<file path="src/rtl/jpeg_pkg.sv">
// Shared constants, state encoding and address helpers for the JPEG MCU colour path.
`timescale 1ns/1ps
package jpeg_pkg;

    localparam int BLK_N       = 64;
    localparam int MCU_SAMPLES = 384;
    localparam int MCU_PIXELS  = 256;
    localparam int CB_BASE     = 256;
    localparam int CR_BASE     = 320;

    typedef enum logic {
        FILL  = 1'b0,
        DRAIN = 1'b1
    } state_e;

    // Luma index inside the 4 Y blocks: {block row, block col, row in block, col in block}.
    function automatic logic [7:0] y_addr(input logic [3:0] px, input logic [3:0] py);
        return {py[3], px[3], py[2:0], px[2:0]};
    endfunction

    // Chroma index inside an 8x8 block with 2x2 nearest-neighbour upsampling.
    function automatic logic [5:0] c_addr(input logic [3:0] px, input logic [3:0] py);
        return {py[3:1], px[3:1]};
    endfunction

endpackage

</file>
<file path="src/rtl/mcu_buf.sv">
// One MCU of sample storage: linear 384-entry write port, three-sample synchronous read port.
`timescale 1ns/1ps
module mcu_buf
    import jpeg_pkg::*;
#(
    parameter int DW = 8
) (
    input  logic          clk,
    input  logic          rstn,
    input  logic          we,
    input  logic [8:0]    waddr,
    input  logic [DW-1:0] wdata,
    input  logic          re,
    input  logic [7:0]    y_raddr,
    input  logic [5:0]    c_raddr,
    output logic [DW-1:0] y_rd,
    output logic [DW-1:0] cb_rd,
    output logic [DW-1:0] cr_rd
);

    logic [DW-1:0] y_mem  [256];
    logic [DW-1:0] cb_mem [64];
    logic [DW-1:0] cr_mem [64];

    logic [DW-1:0] y_rd_q, y_rd_d;
    logic [DW-1:0] cb_rd_q, cb_rd_d;
    logic [DW-1:0] cr_rd_q, cr_rd_d;

    always_ff @(posedge clk) begin
        if (we) begin
            if (waddr < 9'(CB_BASE)) begin
                y_mem[waddr[7:0]] <= wdata;
            end else if (waddr < 9'(CR_BASE)) begin
                cb_mem[waddr[5:0]] <= wdata;
            end else begin
                cr_mem[waddr[5:0]] <= wdata;
            end
        end
    end

    // Read register clears when idle so the downstream outputs are zero between pixels.
    always_comb begin
        y_rd_d  = '0;
        cb_rd_d = '0;
        cr_rd_d = '0;
        if (re) begin
            y_rd_d  = y_mem[y_raddr];
            cb_rd_d = cb_mem[c_raddr];
            cr_rd_d = cr_mem[c_raddr];
        end
    end

    always_ff @(posedge clk or negedge rstn) begin
        if (!rstn) begin
            y_rd_q  <= '0;
            cb_rd_q <= '0;
            cr_rd_q <= '0;
        end else begin
            y_rd_q  <= y_rd_d;
            cb_rd_q <= cb_rd_d;
            cr_rd_q <= cr_rd_d;
        end
    end

    assign y_rd  = y_rd_q;
    assign cb_rd = cb_rd_q;
    assign cr_rd = cr_rd_q;

endmodule

</file>
<file path="src/rtl/mcu_color_sched.sv">
// 4:2:0 MCU scheduler: buffers six IDCT blocks and drains 256 raster-order (y,cb,cr) pixels.
// Define MCU_PINGPONG_EN for two banks with concurrent fill and drain.
`timescale 1ns/1ps
module mcu_color_sched
    import jpeg_pkg::*;
#(
    parameter int DW    = 8,
    parameter int BLK_N = 64,
    parameter int MCU_W = 16
) (
    input  logic          clk,
    input  logic          rstn,
    input  logic          blk_vld_i,
    input  logic [DW-1:0] blk_data_i,
    output logic          blk_rdy_o,
    input  logic          pix_rdy_i,
    output logic          pix_vld_o,
    output logic [DW-1:0] y_o,
    output logic [DW-1:0] cb_o,
    output logic [DW-1:0] cr_o,
    output logic [3:0]    pix_x_o,
    output logic [3:0]    pix_y_o,
    output logic          mcu_done_o,
    output logic          busy_o
);

    localparam logic [8:0] WLAST = 9'(6 * BLK_N - 1);
    localparam logic [7:0] PLAST = 8'(MCU_W * MCU_W - 1);

    state_e     state_q, state_d;
    logic [8:0] wcnt_q, wcnt_d;
    logic [7:0] p_q, p_d;
    logic       blk_rdy_q, blk_rdy_d;
    logic       vld_q, vld_d;
    logic       done_q, done_d;
    logic [3:0] px_q, px_d;
    logic [3:0] py_q, py_d;

    logic       wr, issue, last_wr, last_iss;
    logic [7:0] y_ra;
    logic [5:0] c_ra;

    assign wr       = blk_vld_i & blk_rdy_q;
    assign issue    = (state_q == DRAIN) & pix_rdy_i;
    assign last_wr  = wr & (wcnt_q == WLAST);
    assign last_iss = issue & (p_q == PLAST);
    assign y_ra     = y_addr(p_q[3:0], p_q[7:4]);
    assign c_ra     = c_addr(p_q[3:0], p_q[7:4]);

    always_comb begin
        wcnt_d = wcnt_q;
        p_d    = p_q;
        if (wr) begin
            wcnt_d = last_wr ? 9'd0 : wcnt_q + 9'd1;
        end
        if (issue) begin
            p_d = p_q + 8'd1;
        end
        vld_d  = issue;
        done_d = last_iss;
        px_d   = issue ? p_q[3:0] : 4'd0;
        py_d   = issue ? p_q[7:4] : 4'd0;
    end

`ifdef MCU_PINGPONG_EN
    logic [1:0]    full_q, full_d;
    logic          fill_bank_q, fill_bank_d;
    logic          drain_bank_q, drain_bank_d;
    logic [DW-1:0] y0, cb0, cr0, y1, cb1, cr1;

    // The bank released by the last issue is freed before the completed fill bank is marked full.
    always_comb begin
        full_d       = full_q;
        fill_bank_d  = fill_bank_q;
        drain_bank_d = drain_bank_q;
        state_d      = state_q;
        if (last_iss) begin
            full_d[drain_bank_q] = 1'b0;
            drain_bank_d         = ~drain_bank_q;
        end
        if (last_wr) begin
            full_d[fill_bank_q] = 1'b1;
            fill_bank_d         = ~fill_bank_q;
        end
        if ((state_q == FILL) || last_iss) begin
            state_d = full_d[drain_bank_d] ? DRAIN : FILL;
        end
        blk_rdy_d = ~(full_d[0] & full_d[1]);
    end

    always_ff @(posedge clk or negedge rstn) begin
        if (!rstn) begin
            full_q       <= 2'b00;
            fill_bank_q  <= 1'b0;
            drain_bank_q <= 1'b0;
        end else begin
            full_q       <= full_d;
            fill_bank_q  <= fill_bank_d;
            drain_bank_q <= drain_bank_d;
        end
    end

    mcu_buf #(.DW(DW)) u_buf0 (
        .clk(clk), .rstn(rstn),
        .we(wr & ~fill_bank_q), .waddr(wcnt_q), .wdata(blk_data_i),
        .re(issue & ~drain_bank_q), .y_raddr(y_ra), .c_raddr(c_ra),
        .y_rd(y0), .cb_rd(cb0), .cr_rd(cr0)
    );

    mcu_buf #(.DW(DW)) u_buf1 (
        .clk(clk), .rstn(rstn),
        .we(wr & fill_bank_q), .waddr(wcnt_q), .wdata(blk_data_i),
        .re(issue & drain_bank_q), .y_raddr(y_ra), .c_raddr(c_ra),
        .y_rd(y1), .cb_rd(cb1), .cr_rd(cr1)
    );

    // Idle bank read registers are zero, so OR-ing selects the active bank.
    assign y_o    = y0 | y1;
    assign cb_o   = cb0 | cb1;
    assign cr_o   = cr0 | cr1;
    assign busy_o = (state_q == DRAIN) | (|full_q) | (wcnt_q != 9'd0);
`else
    always_comb begin
        state_d = state_q;
        case (state_q)
            FILL:    if (last_wr)  state_d = DRAIN;
            DRAIN:   if (last_iss) state_d = FILL;
            default: state_d = FILL;
        endcase
        blk_rdy_d = (state_d == FILL);
    end

    mcu_buf #(.DW(DW)) u_buf (
        .clk(clk), .rstn(rstn),
        .we(wr), .waddr(wcnt_q), .wdata(blk_data_i),
        .re(issue), .y_raddr(y_ra), .c_raddr(c_ra),
        .y_rd(y_o), .cb_rd(cb_o), .cr_rd(cr_o)
    );

    assign busy_o = (state_q == DRAIN) | (wcnt_q != 9'd0);
`endif

    always_ff @(posedge clk or negedge rstn) begin
        if (!rstn) begin
            state_q   <= FILL;
            wcnt_q    <= '0;
            p_q       <= '0;
            blk_rdy_q <= 1'b0;
            vld_q     <= 1'b0;
            done_q    <= 1'b0;
            px_q      <= '0;
            py_q      <= '0;
        end else begin
            state_q   <= state_d;
            wcnt_q    <= wcnt_d;
            p_q       <= p_d;
            blk_rdy_q <= blk_rdy_d;
            vld_q     <= vld_d;
            done_q    <= done_d;
            px_q      <= px_d;
            py_q      <= py_d;
        end
    end

    assign blk_rdy_o  = blk_rdy_q;
    assign pix_vld_o  = vld_q;
    assign mcu_done_o = done_q;
    assign pix_x_o    = px_q;
    assign pix_y_o    = py_q;

endmodule

</file>
<file path="config.mk">
export PLATFORM = sky130hd
export DESIGN_NAME = mcu_color_sched
export DESIGN_NICKNAME = d
export VERILOG_FILES = /design/src/rtl/jpeg_pkg.sv /design/src/rtl/mcu_buf.sv /design/src/rtl/mcu_color_sched.sv
export SDC_FILE = /design/constraint.sdc
export NUM_CORES = 2
export LEC_CHECK = 0
export ABC_AREA = 1
export CELL_PAD_IN_SITES_DETAIL_PLACEMENT = 1
export CELL_PAD_IN_SITES_GLOBAL_PLACEMENT = 2
export CORE_UTILIZATION = 40
export DETAILED_ROUTE_END_ITERATION = 8
export DONT_BUFFER_PORTS = 1
export MAX_ROUTING_LAYER = met4
export PLACE_DENSITY = 0.71
export SLEW_MARGIN = 20
export SYNTH_ARGS = -nofsm -noshare
export SYNTH_HDL_FRONTEND = slang
export SYNTH_SLANG_ARGS = --single-unit
</file>
<file path="constraint.sdc">
create_clock -name clk -period 2.5 [get_ports clk]
set_input_delay 0.25 -clock clk [delete_from_list [all_inputs] [get_ports clk]]
set_output_delay 0.25 -clock clk [all_outputs]
set_load 0.02 [all_outputs]
</file>
# Yosys cells after proc, flatten, opt, wreduce, memory -nomap -nowiden
# Memory sizes are Yosys's and may differ from the RTL's.
# Cells that the tools add are included.
# classes
multipliers	0
n_mux	20
addsub	2
order_cmp	2
n_reduce_logical	1
n_div	0
n_bitwise	7
shift	0
eq_ne	2
# op_table
op	count
two-way mux 8 bit	3
< comparator 9 bit, second input constant	2
two-way mux 1 bit	13
adder 9 x 1 -> 9 bit, second input constant	1
equality test 9 bit, second input constant	1
two-way mux 9 bit	1
nonzero test 9 bit	1
adder 8 x 1 -> 8 bit, second input constant	1
equality test 8 bit, second input constant	1
two-way mux 4 bit	2
AND 1 bit	4
NOT 1 bit	2
one-hot mux 1 bit (2 select lines)	1
bitwise OR 1 bit	1
# word_totals
inputBits	12
ram_bits	3072
mem_count	3
latchBits	0
word_cells	48
rom_bits	0
reg_bits	53
# mem_list
memory	words	width	rd	rd_clocked_by_memory_dff	wr	line	text
u_buf.y_mem	256	8	1	0	1	mcu_buf.sv:21	logic [DW-1:0] y_mem [256];
u_buf.cb_mem	64	8	1	0	1	mcu_buf.sv:22	logic [DW-1:0] cb_mem [64];
u_buf.cr_mem	64	8	1	0	1	mcu_buf.sv:23	logic [DW-1:0] cr_mem [64];

# Longest topological paths before layout
# logic_depth
depth_word	5
ltp_mapped	17

# Hierarchy
# Synthesis repeated with hierarchy kept, for this count alone.
# hier_totals
hier_cells	10154
hier_area_um2	125656.8
# by_module_without_submodules
module	instances	cells_each	area_per_inst_um2
mcu_buf	1	10012	124365.5
mcu_color_sched	1	142	1291.2

# Least setup slack after synthesis
# OpenSTA, ideal clock, no wires.
# synth_path
path_type	flip-flop to flip-flop
start	register wcnt_q[1]
end	memory u_buf.y_mem[117][0] (enable)
slack_ns	0.340
setup_ns	0.370
stages_incl_launch_ff	8
arrival_time_ns	1.790
path_cell_list	dfrtp_1 -> inv_1 -> ha_1 -> inv_1 -> nor2_1 -> nand4_1 -> clkbuf_1 -> nor2_1
# synth_via
elab_chain_len	4
# synth_rtl
element	line	text
start: declaration	mcu_color_sched.sv:31	logic [8:0] wcnt_q, wcnt_d;
start signal: assignment	mcu_color_sched.sv:155	wcnt_q <= wcnt_d;
< comparator 9 bit	mcu_buf.sv:31	if (waddr < 9'(CB_BASE)) begin
two-way mux 1 bit	mcu_buf.sv:31	
two-way mux 1 bit	mcu_buf.sv:30	if (we) begin
two-way mux 1 bit (not written as such)	mcu_buf.sv:32	y_mem[waddr[7:0]] <= wdata;
end: declaration	mcu_buf.sv:21	
# Parallel ways exist; a longest one is shown, timed or not.

# Worst setup path in the final report
# layout_path
start	register p_q[0]
end	register u_buf.y_rd_q[5], in the netlist u_buf.y_rd[5]
# layout_via
elab_chain_len	2
# layout_rtl
element	line	text
start: declaration	mcu_color_sched.sv:32	logic [7:0] p_q, p_d;
start signal: assignment	mcu_color_sched.sv:156	p_q <= p_d;
memory read (256 x 8 bit)	-	
two-way mux 8 bit	mcu_buf.sv:46	if (re) begin
via u_buf.y_rd_d[5]	mcu_buf.sv:25	logic [DW-1:0] y_rd_q, y_rd_d;
end signal: assignment	mcu_buf.sv:59	y_rd_q <= y_rd_d;
end: declaration	mcu_buf.sv:25	
# The timed path passes the listed nets, and every way through them passes these cells.
# A chain may end at the register's enable or synchronous reset.

==> results.cfg <==
[clocking]
cts_max_path_buffers = 4
clock_latency_ns = 0.94
cts_htree_levels = 5
cts.sinks = 3125
cts_tree = yes
cts_buffers = 342
clkTransAtPathRegs_ns = 0.07
clockRootBuffer = clkbuf_16

[min_path]
holdPathEnd = u_buf.cb_mem[1][0]$_DFFE_PP_
min_path_type = primary input to flip-flop
hp-start = blk_data_i[0]
hold_path_depth = 0

[floorplanning]
ios = 48
die-area_um2 = 319000
fp.dieH_um = 565
rows = 206
dieWidth_um = 565
core_area_um2 = 315000
start_util_pct = 40.2

[power_and_ir_drop]
powerDensity_nw_per_um2 = 730
seqPwrFrac_pct = 51.2
cellInternalPower_mw = 88.4
swShare_pct = 21.9
switching_power_mw = 24.8
comb_power_share_pct = 4.1
leakage_nw = 55.4
clkPwrFrac_pct = 44.7
ir_drop_mv = 0.703

[cells_and_area]
fin_nets = 11500
fin_cells = 15900
final_area_um2 = 155000
utilization_pct = 49.2
final_layout_size_suffix_gt1_share_pct = 17.4
area_delta_synth_final_pct = 22.4

[timing]
rsz0062_at_grt = true
hold-worst-slack_ns = -0.569
slew_headroom_pct = -32.9
finalCritPeriodShare_pct = 107
fin_setup_tns_ns = -1.81
max_freq_ghz = 0.372
maxSlewViolCount = 172
setup_slack_ns = -0.185
hold_viol = 674
worst_pin_slew_ns = 1.99
finalSetupViolations = 20
layout_min_cycle_time_ns = 2.69
worst_clock_skew_ns = 0.0615

[synth]
syn_inst = 10600
synth-xor-area-share_pct = 0.0554
synth_seq_cells = 3125
synth.area.mux_share_pct = 0
synth.distinct_cells = 32
synth_adder_area_share_pct = 0.0494
yosys.area_share.simple_pct = 16.2
seq_area_frac_synth_pct = 73.9
synth.net_count = 10600
ys_warn_count = 0
synth_top_family_by_area = simple AND/OR/NAND/NOR gates
syn_avg_cell_area_um2 = 11.9
synth-compound-area-share_pct = 6.39
syn_area_um2 = 127000

[placement]
dpl_cell_area_um2 = 139000
pre_cts_ws_ns = -0.655
post-dp-hpwl_mm = 255
place_congestion = 0.852
port-buffer-count = 0
dp_cells = 15100

[drt]
drc = 0
drt-total-wl_mm = 437
vias = 88400
dr.pass1.iters = 5
ant_nets = 0
drt_iter0_markers = 7948
wl_per_cell_um = 27.5
routed_via_density = 5.56

[job]
max-cap-violations = 0

[critical_path]
endpoint_kind = flip-flop
crit_path_start = p_q[0]$_DFFE_PN0P_
worst_setup_path_start_kind = flip-flop
reg2reg_to = u_buf.y_rd[5]$_DFF_PN0_
reg2reg_depth = 16
critical_path_arrival_ns = 3.53
criticalPathCategory = flip-flop to flip-flop
required_ns = 3.34
r2r_slack_ns = -0.19
worst-path-max-fanout = 42
r2r_start = p_q[0]$_DFFE_PN0P_

[run_status]
status = finished, violations left
violations = negative hold slack, max-slew violations, negative setup slack

[grt]
antenna_found_initial = 11
track_usage_pct = 27.7
grt_max_degree = 385
first_global_vias = 91000
grt.overflow.total = 0
grt_pass1_wl_mm = 630
## state kept, by name, summed over array words and instances, names as in the netlist
| signal | count |
|---|---|
| u_buf.cb_rd | 8 |
| pix_vld_o | 1 |
| state_q | 1 |
| u_buf.cb_mem | 512 |
| u_buf.y_rd | 8 |
| pix_y_o | 4 |
| mcu_done_o | 1 |
| u_buf.cr_rd | 8 |
| u_buf.cr_mem | 512 |
| u_buf.y_mem | 2048 |
| blk_rdy_o | 1 |
| p_q | 8 |
| pix_x_o | 4 |
| wcnt_q | 9 |
## routing by layer
layer  GRT usage [%]  share of wire (%)  wire, µm
met1            35.5                 42    185000
met2            46.4                 50    218000
met3            2.86                4.7     20600
met4            8.36                3.2     14200
met5               -                  0         0
## cells in the mapped netlist, drive strengths merged
| cell | count | area (µm²) |
|---|---|---|
| edfxtp | 3072 | 92200 |
| nand2 | 2142 | 8040 |
| nor2 | 1632 | 6130 |
| nand3 | 1238 | 6200 |
| o21ai | 969 | 4850 |
| buf | 440 | 2330 |
| o22ai | 306 | 1910 |
| clkbuf | 274 | 1030 |
| inv | 230 | 863 |
| o211ai | 91 | 683 |
| a21oi | 69 | 345 |
| dfrtp | 53 | 1330 |
| o221ai | 24 | 210 |
| nor3 | 13 | 65.1 |
| nand4 | 10 | 62.6 |
| xor2 | 8 | 70.1 |
| a31oi | 6 | 37.5 |
| ha | 5 | 62.6 |
| clkinv | 4 | 15.0 |
| and3 | 3 | 18.8 |
| o21a | 3 | 22.5 |
| a2111oi | 2 | 17.5 |
| nor3b | 1 | 7.51 |
| nor4 | 1 | 21.3 |
| o311ai | 1 | 8.76 |
| or2 | 1 | 6.26 |
## repair_timing
action                                   CTS  global route
pin swaps                                 60            84
gates cloned                              32            17
endpoints found under the hold margin   3145          1685
buffers inserted                          49            36
endpoints found under the setup margin    32            29
hold buffers                              12             7
resized for setup                        360           223
## kinds of logic (layout without fill, tap and decap cells)
kind of cell	Yosys count	in the layout
simple gates	5041	5041
flops	3125	3125
compound gates	1471	1471
buf+inv	948	2101
xor+xnor	8	8
fa+ha+maj	5	5
other cells	0	3
## final cells by class
cell class              count  area, µm²
flip-flops and latches   3125      93600
clock inverters           185       1950
clock buffers             438       9160
fillers                 32300     160000
repair buffers           1244      13900
diodes                      3       7.51
well taps                4160       5200
multi-input cells        6525      30200
inverters                 234        938
## how the worst max path moves through the flow
stage / endpoint
2_1_floorplan: u_buf.y_mem[117][0]$_DFFE_PP_
3_3_place_gp: u_buf.y_rd[4]$_DFF_PN0_
3_5_place_dp: u_buf.y_rd[4]$_DFF_PN0_
4_1_cts: u_buf.y_rd[5]$_DFF_PN0_
5_1_grt: u_buf.y_rd[2]$_DFF_PN0_
6_report: u_buf.y_rd[5]$_DFF_PN0_
## placed cells by master (no fill, tap or decap), types with 9 or more instances in the layout
cell type and n:
edfxtp_1 3072, nand2_1 2051, nor2_1 1586, nand3_1 1143
buf_4 916, o21ai_0 855, clkbuf_16 362, o22ai_1 285
inv_1 219, buf_12 180, o21ai_1 94, o211ai_1 91
nand3_2 87, nand2_2 81, clkbuf_1 76, clkinv_2 63
buf_16 63, clkinv_1 62, a21oi_1 49, dfrtp_1 45
nor2_2 31, bufinv_16 29, bufbuf_16 22, buf_6 22
o221ai_1 21, o22ai_2 20, o21ai_2 20, clkbuf_8 16
nor2_4 15, dlygate4sd3_1 14, a21oi_2 12, inv_16 11
clkinvlp_4 11, buf_8 11, nand4_1 10, nand2_4 9
## worst max-delay path: stages (launching register included)
cell,delay (ns)
dfrtp_4,0.51
buf_12,0.16
buf_16,0.16
buf_16,0.21
buf_4,0.20
nand2_1,0.10
nand3_1,0.08
nand3_1,0.12
nand3_2,0.12
nand2_2,0.13
nand2_1,0.06
nand2_1,0.09
nor2_1,0.05
buf_4,0.13
nand2_2,0.11
nand3_1,0.09
a21oi_1,0.19
## power by group through the flow
stage / Clock [mW] / Sequential [mW] / Combinational [mW]
floorplan: 0 / 59.0 / 1.72
global placement: 0 / 59.0 / 3.38
detailed placement: 0 / 59.0 / 3.42
CTS: 51.4 / 57.9 / 3.81
global route: 53.1 / 57.9 / 4.85
finish: 50.6 / 57.9 / 4.60
## through the flow
stage	power (mW)	hold WS, ns
2_1_floorplan	60.7	-0.0456
3_3_place_gp	62.4	-0.0414
3_5_place_dp	62.4	-0.0416
4_1_cts	113	-0.639
5_1_grt	116	-0.604
6_report	113	-0.569
Note: power is estimated with default switching activity, not from simulation.
